### src/rtl/rv32_shift_pkg.sv
// rv32_shift_pkg
// Shared definitions for the RV32I multi-cycle shift unit.
//   XLEN         : datapath width
//   shift_op_e   : op field encodings (SLL / SRL / SRA / reserved)
//   shift_state_e: control FSM states
package rv32_shift_pkg;

  localparam int XLEN = 32;

  typedef enum logic [1:0] {
    SHIFT_SLL  = 2'b00,
    SHIFT_SRL  = 2'b01,
    SHIFT_RSVD = 2'b10,
    SHIFT_SRA  = 2'b11
  } shift_op_e;

  typedef enum logic [1:0] {
    IDLE = 2'b00,
    BUSY = 2'b01,
    DONE = 2'b10
  } shift_state_e;

endpackage

### src/rtl/rv32_shift_step.sv
// rv32_shift_step
// Combinational single-step shifter: shifts a value by 0..STEP positions.
// Ports:
//   value   in  XLEN  value to shift
//   amount  in  AW    positions to shift this step (0..STEP)
//   op      in  2     SLL / SRL / SRA / reserved (reserved passes through)
//   fill    in  1     bit shifted in from the MSB side for SRA
//   shifted out XLEN  shifted value
module rv32_shift_step
  import rv32_shift_pkg::*;
#(
  parameter int STEP = 1,
  localparam int AW = $clog2(STEP + 1)
) (
  input  logic [XLEN-1:0] value,
  input  logic [AW-1:0]   amount,
  input  logic [1:0]      op,
  input  logic            fill,
  output logic [XLEN-1:0] shifted
);

  logic [XLEN-1:0] fill_mask;

  always_comb begin
    // Ones in the top 'amount' bit positions; ORed into a logical right
    // shift this yields the arithmetic right shift.
    fill_mask = fill ? ~({XLEN{1'b1}} >> amount) : '0;
    case (op)
      SHIFT_SLL: shifted = value << amount;
      SHIFT_SRL: shifted = value >> amount;
      SHIFT_SRA: shifted = (value >> amount) | fill_mask;
      default:   shifted = value;
    endcase
  end

endmodule

### src/rtl/rv32_shift_unit.sv
// rv32_shift_unit
// Multi-cycle SLL/SRL/SRA execution unit. The working register is shifted
// by up to STEP positions per BUSY cycle until the remaining count is zero.
//
// state | meaning
// IDLE  | waiting for an operand bundle, in_ready=1
// BUSY  | shifting, min(STEP, remaining) positions per cycle
// DONE  | result presented with out_valid=1 until out_ready
//
// Ports:
//   clk, rst_n           clock, async active-low reset
//   in_valid / in_ready  operand bundle handshake (operand, shamt, op)
//   flush                synchronous abort, forces IDLE
//   out_valid / out_ready result handshake
//   result               working register contents
module rv32_shift_unit
  import rv32_shift_pkg::*;
#(
  parameter int STEP = 1
) (
  input  logic            clk,
  input  logic            rst_n,
  input  logic            in_valid,
  output logic            in_ready,
  input  logic [31:0]     operand,
  input  logic [4:0]      shamt,
  input  logic [1:0]      op,
  input  logic            flush,
  output logic            out_valid,
  input  logic            out_ready,
  output logic [31:0]     result
);

  localparam int              AW       = $clog2(STEP + 1);
  localparam logic [4:0]      STEP_CNT = 5'(STEP);
  localparam logic [AW-1:0]   STEP_AMT = AW'(STEP);

  shift_state_e    state_q, state_d;
  logic [XLEN-1:0] work_q, work_d;
  logic [4:0]      rem_q, rem_d;
  shift_op_e       op_q, op_d;
  logic            fill_q, fill_d;
  logic [AW-1:0]   step_amt;
  logic [XLEN-1:0] step_out;
  logic            accept;

  // in_ready is qualified by rst_n so it reads low while reset is held.
  assign in_ready  = (state_q == IDLE) && rst_n;
  assign accept    = in_valid && in_ready && !flush;
  assign out_valid = (state_q == DONE);
  assign result    = work_q;

  // k = min(STEP, remaining); rem_q < STEP fits in AW bits.
  assign step_amt = (rem_q < STEP_CNT) ? rem_q[AW-1:0] : STEP_AMT;

  rv32_shift_step #(
    .STEP(STEP)
  ) u_step (
    .value  (work_q),
    .amount (step_amt),
    .op     (op_q),
    .fill   (fill_q),
    .shifted(step_out)
  );

  always_comb begin
    state_d = state_q;
    work_d  = work_q;
    rem_d   = rem_q;
    op_d    = op_q;
    fill_d  = fill_q;
    case (state_q)
      IDLE: begin
        if (accept) begin
          work_d = operand;
          rem_d  = shamt;
          op_d   = shift_op_e'(op);
          // SRA fills with the sign of the operand as latched.
          fill_d = operand[XLEN-1];
          if ((shamt == '0) || (op == SHIFT_RSVD)) begin
            state_d = DONE;
          end else begin
            state_d = BUSY;
          end
        end
      end
      BUSY: begin
        work_d = step_out;
        rem_d  = rem_q - 5'(step_amt);
        if (rem_q <= STEP_CNT) begin
          state_d = DONE;
        end
      end
      DONE: begin
        if (out_ready) begin
          state_d = IDLE;
        end
      end
      default: state_d = IDLE;
    endcase
    // flush wins over everything, including a simultaneous out_ready.
    if (flush) begin
      state_d = IDLE;
    end
  end

  always_ff @(posedge clk or negedge rst_n) begin
    if (!rst_n) begin
      state_q <= IDLE;
    end else begin
      state_q <= state_d;
    end
  end

  always_ff @(posedge clk or negedge rst_n) begin
    if (!rst_n) begin
      work_q <= '0;
      rem_q  <= '0;
      op_q   <= SHIFT_SLL;
      fill_q <= 1'b0;
    end else begin
      work_q <= work_d;
      rem_q  <= rem_d;
      op_q   <= op_d;
      fill_q <= fill_d;
    end
  end

endmodule

### config.mk
export PLATFORM = sky130hd
export DESIGN_NAME = rv32_shift_unit
export DESIGN_NICKNAME = d
export VERILOG_FILES = /design/src/rtl/rv32_shift_pkg.sv /design/src/rtl/rv32_shift_step.sv /design/src/rtl/rv32_shift_unit.sv
export SDC_FILE = /design/constraint.sdc
export NUM_CORES = 1
export LEC_CHECK = 0
export ABC_CLOCK_PERIOD_IN_PS = 1700
export CORE_MARGIN = 3
export CORE_UTILIZATION = 30
export DETAILED_ROUTE_END_ITERATION = 8
export GPL_ROUTABILITY_DRIVEN = 0
export PLACE_DENSITY = 0.59
export SYNTH_ARGS = -nofsm -noshare
export SYNTH_HDL_FRONTEND = slang
export SYNTH_SLANG_ARGS = --single-unit
export TNS_END_PERCENT = 20
### constraint.sdc
create_clock -name clk -period 1.7 [get_ports clk]
set_input_delay 0.34 -clock clk [delete_from_list [all_inputs] [get_ports clk]]
set_output_delay 0.34 -clock clk [all_outputs]
set_load 0.01 [all_outputs]
== Word-level counts from Yosys, hierarchy flattened ==
Index checks and enable logic that the tools add are counted.
Storage, ports and cells
  bits in registers: 42
  input bits: 44
  output and inout port bits: 34
  word-level logic and storage cells: 49
Cells by class
  $add $sub $neg: 1
  order comparisons: 2
  equal/unequal tests: 10
  shift operators: 3
  mux-type cells: 13
  bitwise operators: 2
  reduce and logical (&&, ||, !) cells: 13
Operators with widths (number)
  32-bit case mux with 3 select lines: 1
  32-bit 2-to-1 mux: 2
  32-bit case mux with 2 select lines: 1
  32-bit inverter: 1
  32-bit OR: 1
  32-bit by 1-bit left shift with 32-bit output: 1
  32-bit by 1-bit >> shifter with 32-bit output: 1
  32-bit by 1-bit >> shifter with 32-bit output (first input constant): 1
  2-bit 2-to-1 mux: 5
  5-bit case mux with 2 select lines: 1
  2-bit == test (second input constant): 3
  3-bit != test (second input constant): 2
  2-bit case mux with 3 select lines: 1
  3-bit AND reduction: 2
  5-bit by 1-bit <= comparator with 1-bit output (second input constant): 1
  5-bit logical NOT: 1
  5-bit by 1-bit less-than comparator with 1-bit output (second input constant): 1
  5-bit 2-to-1 mux: 1
  5-bit by 1-bit subtractor with 5-bit output: 1
  2-bit by 1-bit == test with 1-bit output (second input constant): 2
  2-bit logical NOT: 2
  4-bit by 1-bit != test with 1-bit output (second input constant): 1
  2-bit AND reduction: 2
  1-bit logical AND: 3
  6 further kinds: 6

== Depth between registers and ports, before layout ==
Gate-level depths: netlist of the first run.
  word-level depth: 8
  mapped depth: 7
  gate-level depth less buffers: 6

== By module ==
Synthesis of the first run repeated with hierarchy kept, for this count alone.
Second synthesis, totals
  cell total of the unflattened synthesis: 363
  area, all modules: 2762.6 um^2
Modules (own cells, without submodules)
  rv32_shift_unit: times used 1, cells each 235, area an instance 1998.2 um^2, sequential area each 1051.0 um^2
  rv32_shift_step: times used 1, cells each 128, area an instance 764.5 um^2, sequential area each 0.0 um^2

== Least setup slack after synthesis of the first run ==
OpenSTA, ideal clock, no wires.
  path kind: register to register
  start point: reg rem_q[1]
  end point: reg work_q[19] (netlist: result[19])
  setup time: 121 ps
  data arrival time: 1591 ps
  path slack: -12 ps
  cell stages (with the launch flop): 6
  period minus slack after synthesis: 1712 ps
  path through: dfrtp_1 -> or4_4 -> o21ai_4 -> buf_4 -> o21ai_0 -> a22o_1
Between the ends
  cells in the longest elaborated chain, start to end: 8
  elaborated cells on any way between the ends: 10
  those cells by class: 1 x order compare; 3 x shift; 4 x mux; 2 x bitwise
Ends and longest elaborated chain
  start: declaration: RTL line rv32_shift_unit.sv:40  | logic [4:0] rem_q, rem_d;
  start signal: assignment: RTL line rv32_shift_unit.sv:123  | rem_q <= rem_d;
  5-bit by 1-bit less-than comparator with 1-bit output *: RTL line rv32_shift_unit.sv:54  | assign step_amt = (rem_q < STEP_CNT) ? rem_q[AW-1:0] : STEP_AMT;
  1-bit 2-to-1 mux *: RTL line rv32_shift_unit.sv:54
  32-bit by 1-bit >> shifter with 32-bit output: RTL line rv32_shift_step.sv:27  | fill_mask = fill ? ~({XLEN{1'b1}} >> amount) : '0;
  32-bit inverter: RTL line rv32_shift_step.sv:27
  32-bit 2-to-1 mux: RTL line rv32_shift_step.sv:27
  32-bit OR: RTL line rv32_shift_step.sv:31  | SHIFT_SRA: shifted = (value >> amount) | fill_mask;
  32-bit case mux with 3 select lines *: RTL line rv32_shift_step.sv:28  | case (op)
  32-bit case mux with 2 select lines *: RTL line rv32_shift_unit.sv:72  | case (state_q)
  end signal: assignment: RTL line rv32_shift_unit.sv:122  | work_q <= work_d;
  end: declaration: RTL line rv32_shift_unit.sv:39  | logic [XLEN-1:0] work_q, work_d;
Mark *: on every way between the ends. The rest lies on a longest branch, timed or not.
A chain may end at the register's enable or synchronous reset.

== Worst setup path in the final report of the first run ==
  start point: reg rem_q[2]
  end point: reg work_q[13] (netlist: result[13])
The elaborated chain is that of the path after synthesis.

==> flow_metrics.env, run 1 <==
export IMPL_worstPathRequired_ns=1.89
export IMPL_hold_viol=0
export IMPL_hold_class="in2async"
export IMPL_rsz0062_at_grt="true"
export IMPL_die_w_um=98.29
export IMPL_mostFrequentLayoutCells="74 x clkdlybuf4s50_1, 42 x nand2_1, 39 x dfrtp_1"
export IMPL_numClockSinks=42
export IMPL_rr_endpoint="result[13]$_DFFE_PN0P_"
export IMPL_relSlewSlack=0.6327
export IMPL_first_pass_iters=4
export IMPL_p_per_area_mw_per_mm2=1658
export IMPL_port_buffer_count=77
export IMPL_rows=33
export IMPL_yosys_area_top_type="dfrtp_1"
export IMPL_antenna_found_initial=0
export IMPL_ys_ff_latch=42
export IMPL_grt_overflow=0
export IMPL_drt_iter0_drc=96
export IMPL_violations="setup timing"
export IMPL_critPathLaunchType="flip-flop"
export IMPL_fmax_ghz=0.5384
export IMPL_grt_max_degree=43
export IMPL_cap_viol_max_count=0
export IMPL_r2r_slack_ns=-0.16
export IMPL_cpPeakStageDelay_ns=0.59
export IMPL_post_drt_wl_per_cell_um=16.65
export IMPL_p_leak_nw=1.598
export IMPL_cts_root_buf="clkbuf_8"
export IMPL_cts_hold_buf=0
export IMPL_path_cells="or4_4 -> o21ai_4 -> buf_12 -> clkbuf_16 -> o21ai_1 -> a22o_1"
export IMPL_diodes=0
export IMPL_io_pins=78
export IMPL_cp_slowest_cell="or4_4"
export IMPL_grt_pass1_vias=2342
export IMPL_path_buf_inv=2
export IMPL_tightest_slew_ns=0.5509
export IMPL_max_vdd_ir_drop_uv=542.1
export IMPL_synth_area_leaders="dfrtp_1 41%, mux2i_1 12%, a22o_1 10%"
export IMPL_core_mm2=0.008258
export IMPL_htree_num_levels=2
export IMPL_layout_nets=395
export IMPL_path_delay_family="simple AND/OR/NAND/NOR gates"
export IMPL_async_flop_share=1.000
export IMPL_netlist_area_mm2=0.002555
export IMPL_yosys_area_share_simple=0.1479
export IMPL_period_share=1.093
export IMPL_fin_ws_ns=-0.1574
export IMPL_synth_compound_area_frac=0.2429
export IMPL_drive_gt1_frac=0.1595
export IMPL_vias_per_cell=5.171
export IMPL_synth_ff_type="dfrtp_1"
export IMPL_final_common_cell="clkdlybuf4s50_1"
export IMPL_synth_cell_type_count=45
export IMPL_critPathArrivalTime_ns=2.04
export IMPL_crit_cells=6
export IMPL_start_util=0.3094
export IMPL_layout_min_cycle_time_ns=1.857
export IMPL_fp_dieArea_mm2=0.009660
export IMPL_fp_dieH_um=98.29
export IMPL_status="complete, but fails checks"
export IMPL_end_kind="flip-flop"
export IMPL_drt_wl_total_um=7592
export IMPL_finalPower_w=0.006123
export IMPL_dp_final_hpwl_um=5005
export IMPL_route_detailed_drc=0
export IMPL_clk_latency_ns=0.30
export IMPL_yosys_area_top_type_share=0.4114
export IMPL_reg2reg_depth=6
export IMPL_finClkSkew_ns=0.01038
export IMPL_avgSynthCellArea_um2=9.865
export IMPL_grt_pass1_wl_um=11950
export IMPL_syn_num_nets=304
export IMPL_grtUsageTotal=0.1503
export IMPL_slew_violations=0
export IMPL_clkTransAtPathRegs_ns=0.09
export IMPL_final_setup_viol_count=32
export IMPL_syn_inst=259
export IMPL_synthMuxAreaShare=0.1175
export IMPL_ant_nets=0
export IMPL_crit_type="reg2reg"
export IMPL_r2r_start="rem_q[2]$_DFFE_PN0P_"
export IMPL_syn_to_final_growth_pct=44.52
export IMPL_dr_total_vias=2358
export IMPL_yosys_area_share_adder=0.004897
export IMPL_seq_area_frac_synth=0.4114
export IMPL_synth_edf_count=0
export IMPL_crit_fanout=8
export IMPL_cts_tree="done"
export IMPL_synth_top_family_by_area="compound AO/OA/AOI/OAI gates"
export IMPL_nFillCells=824
export IMPL_cts_buffers=5
export IMPL_ys_warn_count=0
export IMPL_synth_xor_area_share=0
export IMPL_pre_cts_ws_ns=-0.3153
export IMPL_cts_buffer_depth=2
state kept, by name (all words and copies together) (netlist names):
signal / count
op_q: 2
rem_q: 5
result: 32
state_q: 2
fill_q: 1
synth_stat cells, types with 3 or more instances:
master,instances
a21oi_1,4
a22o_1,30
a31oi_1,3
and3_1,3
buf_2,4
buf_6,7
buf_8,3
clkbuf_1,5
dfrtp_1,42
inv_1,3
mux2i_1,30
nand2_1,42
nor2_1,8
nor3_1,5
o21ai_0,11
o21ai_1,21
layer usage:
layer | vias to the layer above | share of wire | global-route usage | routed length, µm
met2 | 65 | 0.46 | 0.2366 | 3525
met3 | 5 | 0.042 | 0.02643 | 317
met1 | 1143 | 0.48 | 0.2129 | 3670
li1 | 1145 | - | - | -
met4 | 0 | 0.010 | 0.04097 | 79
met5 | - | 0 | 0 | 0
cells by family after synthesis:
| kind of cell | count (synthesis) |
|---|---|
| flops | 42 |
| buf+inv | 25 |
| mux | 30 |
| fa+ha+maj | 1 |
| compound gates | 85 |
| simple gates | 76 |
area by class of cell:
class,instances,area (µm²),share of cell area
sequential,42,1055,0.2857
clock inverter,2,12.51,0.003389
clock buffer,6,82.58,0.02237
tap,105,131.4,0.03558
inverter,3,11.26,0.003050
multi-input combinational,193,1345,0.3643
timing repair buffer,105,1055,0.2857
worst register-to-register path: stages, from the launching register on:
cell and delay, ns:
dfrtp_1 0.42, or4_4 0.59, o21ai_4 0.17, buf_12 0.15, clkbuf_16 0.16, o21ai_1 0.08
a22o_1 0.17
through the flow:
step | cell area [µm²] | instances | setup TNS [ns] | utilization | hold WS, ns
global placement | 3490 | 443 | -10.02 | 0.4226 | 0.4643
global route | 3692 | 456 | -5.755 | 0.4471 | 0.1950
detailed placement | 3490 | 443 | -10.63 | 0.4226 | 0.4802
CTS | 3585 | 451 | -4.679 | 0.4341 | 0.1685
finish | 3692 | 456 | -4.272 | 0.4471 | 0.1472
floorplan | 2562 | 259 | -0.04699 | - | 0.04441
power by group:
| part | internal [W] | total [W] | switching [W] |
|---|---|---|---|
| clock network | 0.000327 | 0.000687 | 0.000360 |
| logic | 0.00192 | 0.00339 | 0.00147 |
| registers | 0.00147 | 0.00205 | 0.000574 |
| total | 0.00372 | 0.00612 | 0.00241 |
how the worst max path moves through the flow:
stage                              to                 start
2_1_floorplan   result[3]$_DFFE_PN0P_  rem_q[2]$_DFFE_PN0P_
3_3_place_gp   result[21]$_DFFE_PN0P_              in_valid
3_5_place_dp   result[27]$_DFFE_PN0P_              in_valid
4_1_cts        result[27]$_DFFE_PN0P_  rem_q[2]$_DFFE_PN0P_
5_1_grt         result[8]$_DFFE_PN0P_  rem_q[2]$_DFFE_PN0P_
6_report       result[13]$_DFFE_PN0P_  rem_q[2]$_DFFE_PN0P_
what timing repair did:
| item | in CTS | in global routing |
|---|---|---|
| gates cloned | 0 | 4 |
| resized for setup | 4 | 15 |
| buffers inserted | 0 | 1 |
| endpoints found under the setup margin | 34 | 36 |
| pin swaps | 22 | 8 |
Note: power is estimated with default switching activity, not from simulation.
==> run 2, diff against run 1 <==
- CORE_MARGIN: 3 -> default
==> run 2 against run 1 <==
Worst hold slack improved by 0.016 ns. Die area is 8.0% lower. Critical path depth stayed put. Critical path type unchanged. Power up 4.2%. The run still ends with setup timing left. Register-to-register slack about the same. Sequential cell count is the same. Clock skew grew 0.0031 ns. First-iteration DRC count is 32% higher.
==> flow_metrics.env, run 2 (synthesis gave the netlist of run 1 again) <==
export IMPL_status="complete, but fails checks"
export IMPL_violations="setup timing"
export IMPL_fp_dieH_um=94.29
export IMPL_hold_class="in2async"
export IMPL_grt_overflow=0
export IMPL_cts_hold_buf=0
export IMPL_start_util=0.3109
export IMPL_grt_pass1_vias=2211
export IMPL_dr_total_vias=2386
export IMPL_cts_buffers=5
export IMPL_path_cells="or4_4 -> o21ai_4 -> buf_12 -> clkbuf_16 -> o21ai_1 -> a22o_1"
export IMPL_crit_type="reg2reg"
export IMPL_port_buffer_count=77
export IMPL_drive_gt1_frac=0.1756
export IMPL_grtUsageTotal=0.1660
export IMPL_cpPeakStageDelay_ns=0.58
export IMPL_r2r_slack_ns=-0.16
export IMPL_drt_iter0_drc=127
export IMPL_die_w_um=94.29
export IMPL_post_drt_wl_per_cell_um=16.41
export IMPL_dp_final_hpwl_um=4781
export IMPL_layout_nets=397
export IMPL_p_per_area_mw_per_mm2=1689
export IMPL_numClockSinks=42
export IMPL_rsz0062_at_grt="true"
export IMPL_core_mm2=0.008217
export IMPL_vias_per_cell=5.210
export IMPL_critPathArrivalTime_ns=2.04
export IMPL_first_pass_iters=4
export IMPL_place_area_mm2=0.003482
export IMPL_antenna_found_initial=0
export IMPL_nFillCells=797
export IMPL_route_detailed_drc=0
export IMPL_r2r_start="rem_q[2]$_DFFE_PN0P_"
export IMPL_finClkSkew_ns=0.01349
export IMPL_critPathLaunch="rem_q[2]$_DFFE_PN0P_"
export IMPL_cp_endpoint="result[26]$_DFFE_PN0P_"
export IMPL_final_common_cell="clkdlybuf4s50_1"
export IMPL_critPathLaunchType="flip-flop"
export IMPL_cts_root_buf="clkbuf_8"
export IMPL_cap_viol_max_count=0
export IMPL_largest_reg_flops=32
export IMPL_hold_viol=0
export IMPL_fin_ws_ns=-0.1557
export IMPL_design_area_mm2=0.003777
export IMPL_cp_slowest_cell="or4_4"
export IMPL_grt_pass1_wl_um=11420
export IMPL_reg2reg_depth=6
export IMPL_layout_min_cycle_time_ns=1.856
export IMPL_end_kind="flip-flop"
export IMPL_cts_buffer_depth=2
export IMPL_clkTransAtPathRegs_ns=0.09
export IMPL_diodes=0
export IMPL_grt_max_degree=43
export IMPL_tightest_slew_ns=0.5565
export IMPL_final_setup_viol_count=33
export IMPL_cts_tree="done"
export IMPL_fp_dieArea_mm2=0.008890
export IMPL_rows=33
export IMPL_htree_num_levels=2
export IMPL_drt_wl_total_um=7514
export IMPL_crit_fanout=8
export IMPL_relSlewSlack=0.6290
export IMPL_syn_to_final_growth_pct=47.85
export IMPL_mostFrequentLayoutCells="74 x clkdlybuf4s50_1, 42 x nand2_1, 39 x dfrtp_1"
export IMPL_io_pins=78
export IMPL_ant_nets=0
export IMPL_rr_endpoint="result[26]$_DFFE_PN0P_"
export IMPL_path_delay_family="simple AND/OR/NAND/NOR gates"
export IMPL_worstPathRequired_ns=1.89
export IMPL_clk_latency_ns=0.30
export IMPL_worst_hold_slack_ns=0.1632
export IMPL_fmax_ghz=0.5389
export IMPL_period_share=1.092
export IMPL_max_vdd_ir_drop_uv=724.6
export IMPL_slew_violations=0
export IMPL_crit_cells=6
export IMPL_p_leak_nw=1.618
export IMPL_path_buf_inv=2
run 2: cell type report:
class	instances	area [µm²]	area share
tap	105	131.4	0.03478
inverter	3	11.26	0.002981
clock buffer	5	68.82	0.01822
multi-input combinational	194	1396	0.3697
clock inverter	3	45.04	0.01192
timing repair buffer	106	1070	0.2832
sequential	42	1055	0.2792
run 2: power breakdown:
group / internal (W) / switching, W
Sequential: 0.00147 / 0.000586
Combinational: 0.00197 / 0.00154
Clock: 0.000437 / 0.000369
run 2: layer usage:
metal  up-vias  global-route usage  wire length (µm)
li1       1148                   -                 -
met5         -                   0                 0
met2        71              0.2512              3487
met3         7             0.03317               385
met1      1160              0.2380              3565
met4         0             0.04487                76
run 2: worst min path at each step:
stage | startpoint | slack [ns] | cells past startpoint | end
after floorplan | rst_n | 0.04 | 0 | fill_q$_DFFE_PN0P_
after global placement | fill_q$_DFFE_PN0P_ | 0.46 | 2 | fill_q$_DFFE_PN0P_
after detailed placement | fill_q$_DFFE_PN0P_ | 0.48 | 2 | fill_q$_DFFE_PN0P_
after CTS | rst_n | 0.18 | 2 | result[12]$_DFFE_PN0P_
after global routing | rst_n | 0.20 | 2 | result[12]$_DFFE_PN0P_
final | rst_n | 0.16 | 2 | result[12]$_DFFE_PN0P_
run 2: stage by stage:
| step | worst slack (ns) | utilization | setup TNS, ns | std cells | total power (W) |
|---|---|---|---|---|---|
| global placement | -0.2537 | 0.4238 | -8.920 | 442 | 0.005201 |
| detailed placement | -0.2846 | 0.4238 | -9.721 | 442 | 0.005254 |
| CTS | -0.1294 | 0.4393 | -3.265 | 451 | 0.006092 |
| finish | -0.1557 | 0.4597 | -3.861 | 458 | 0.006380 |
| floorplan | -0.007467 | - | -0.04699 | 259 | 0.003872 |
| global route | -0.1843 | 0.4597 | -5.352 | 458 | 0.006774 |
run 2: repair_timing:
item | 4_1_cts | 5_1_grt
cloned | 1 | 4
setup endpoints to repair | 34 | 36
pin swaps | 4 | 9
buffers inserted | 0 | 3
gates resized for setup | 5 | 19
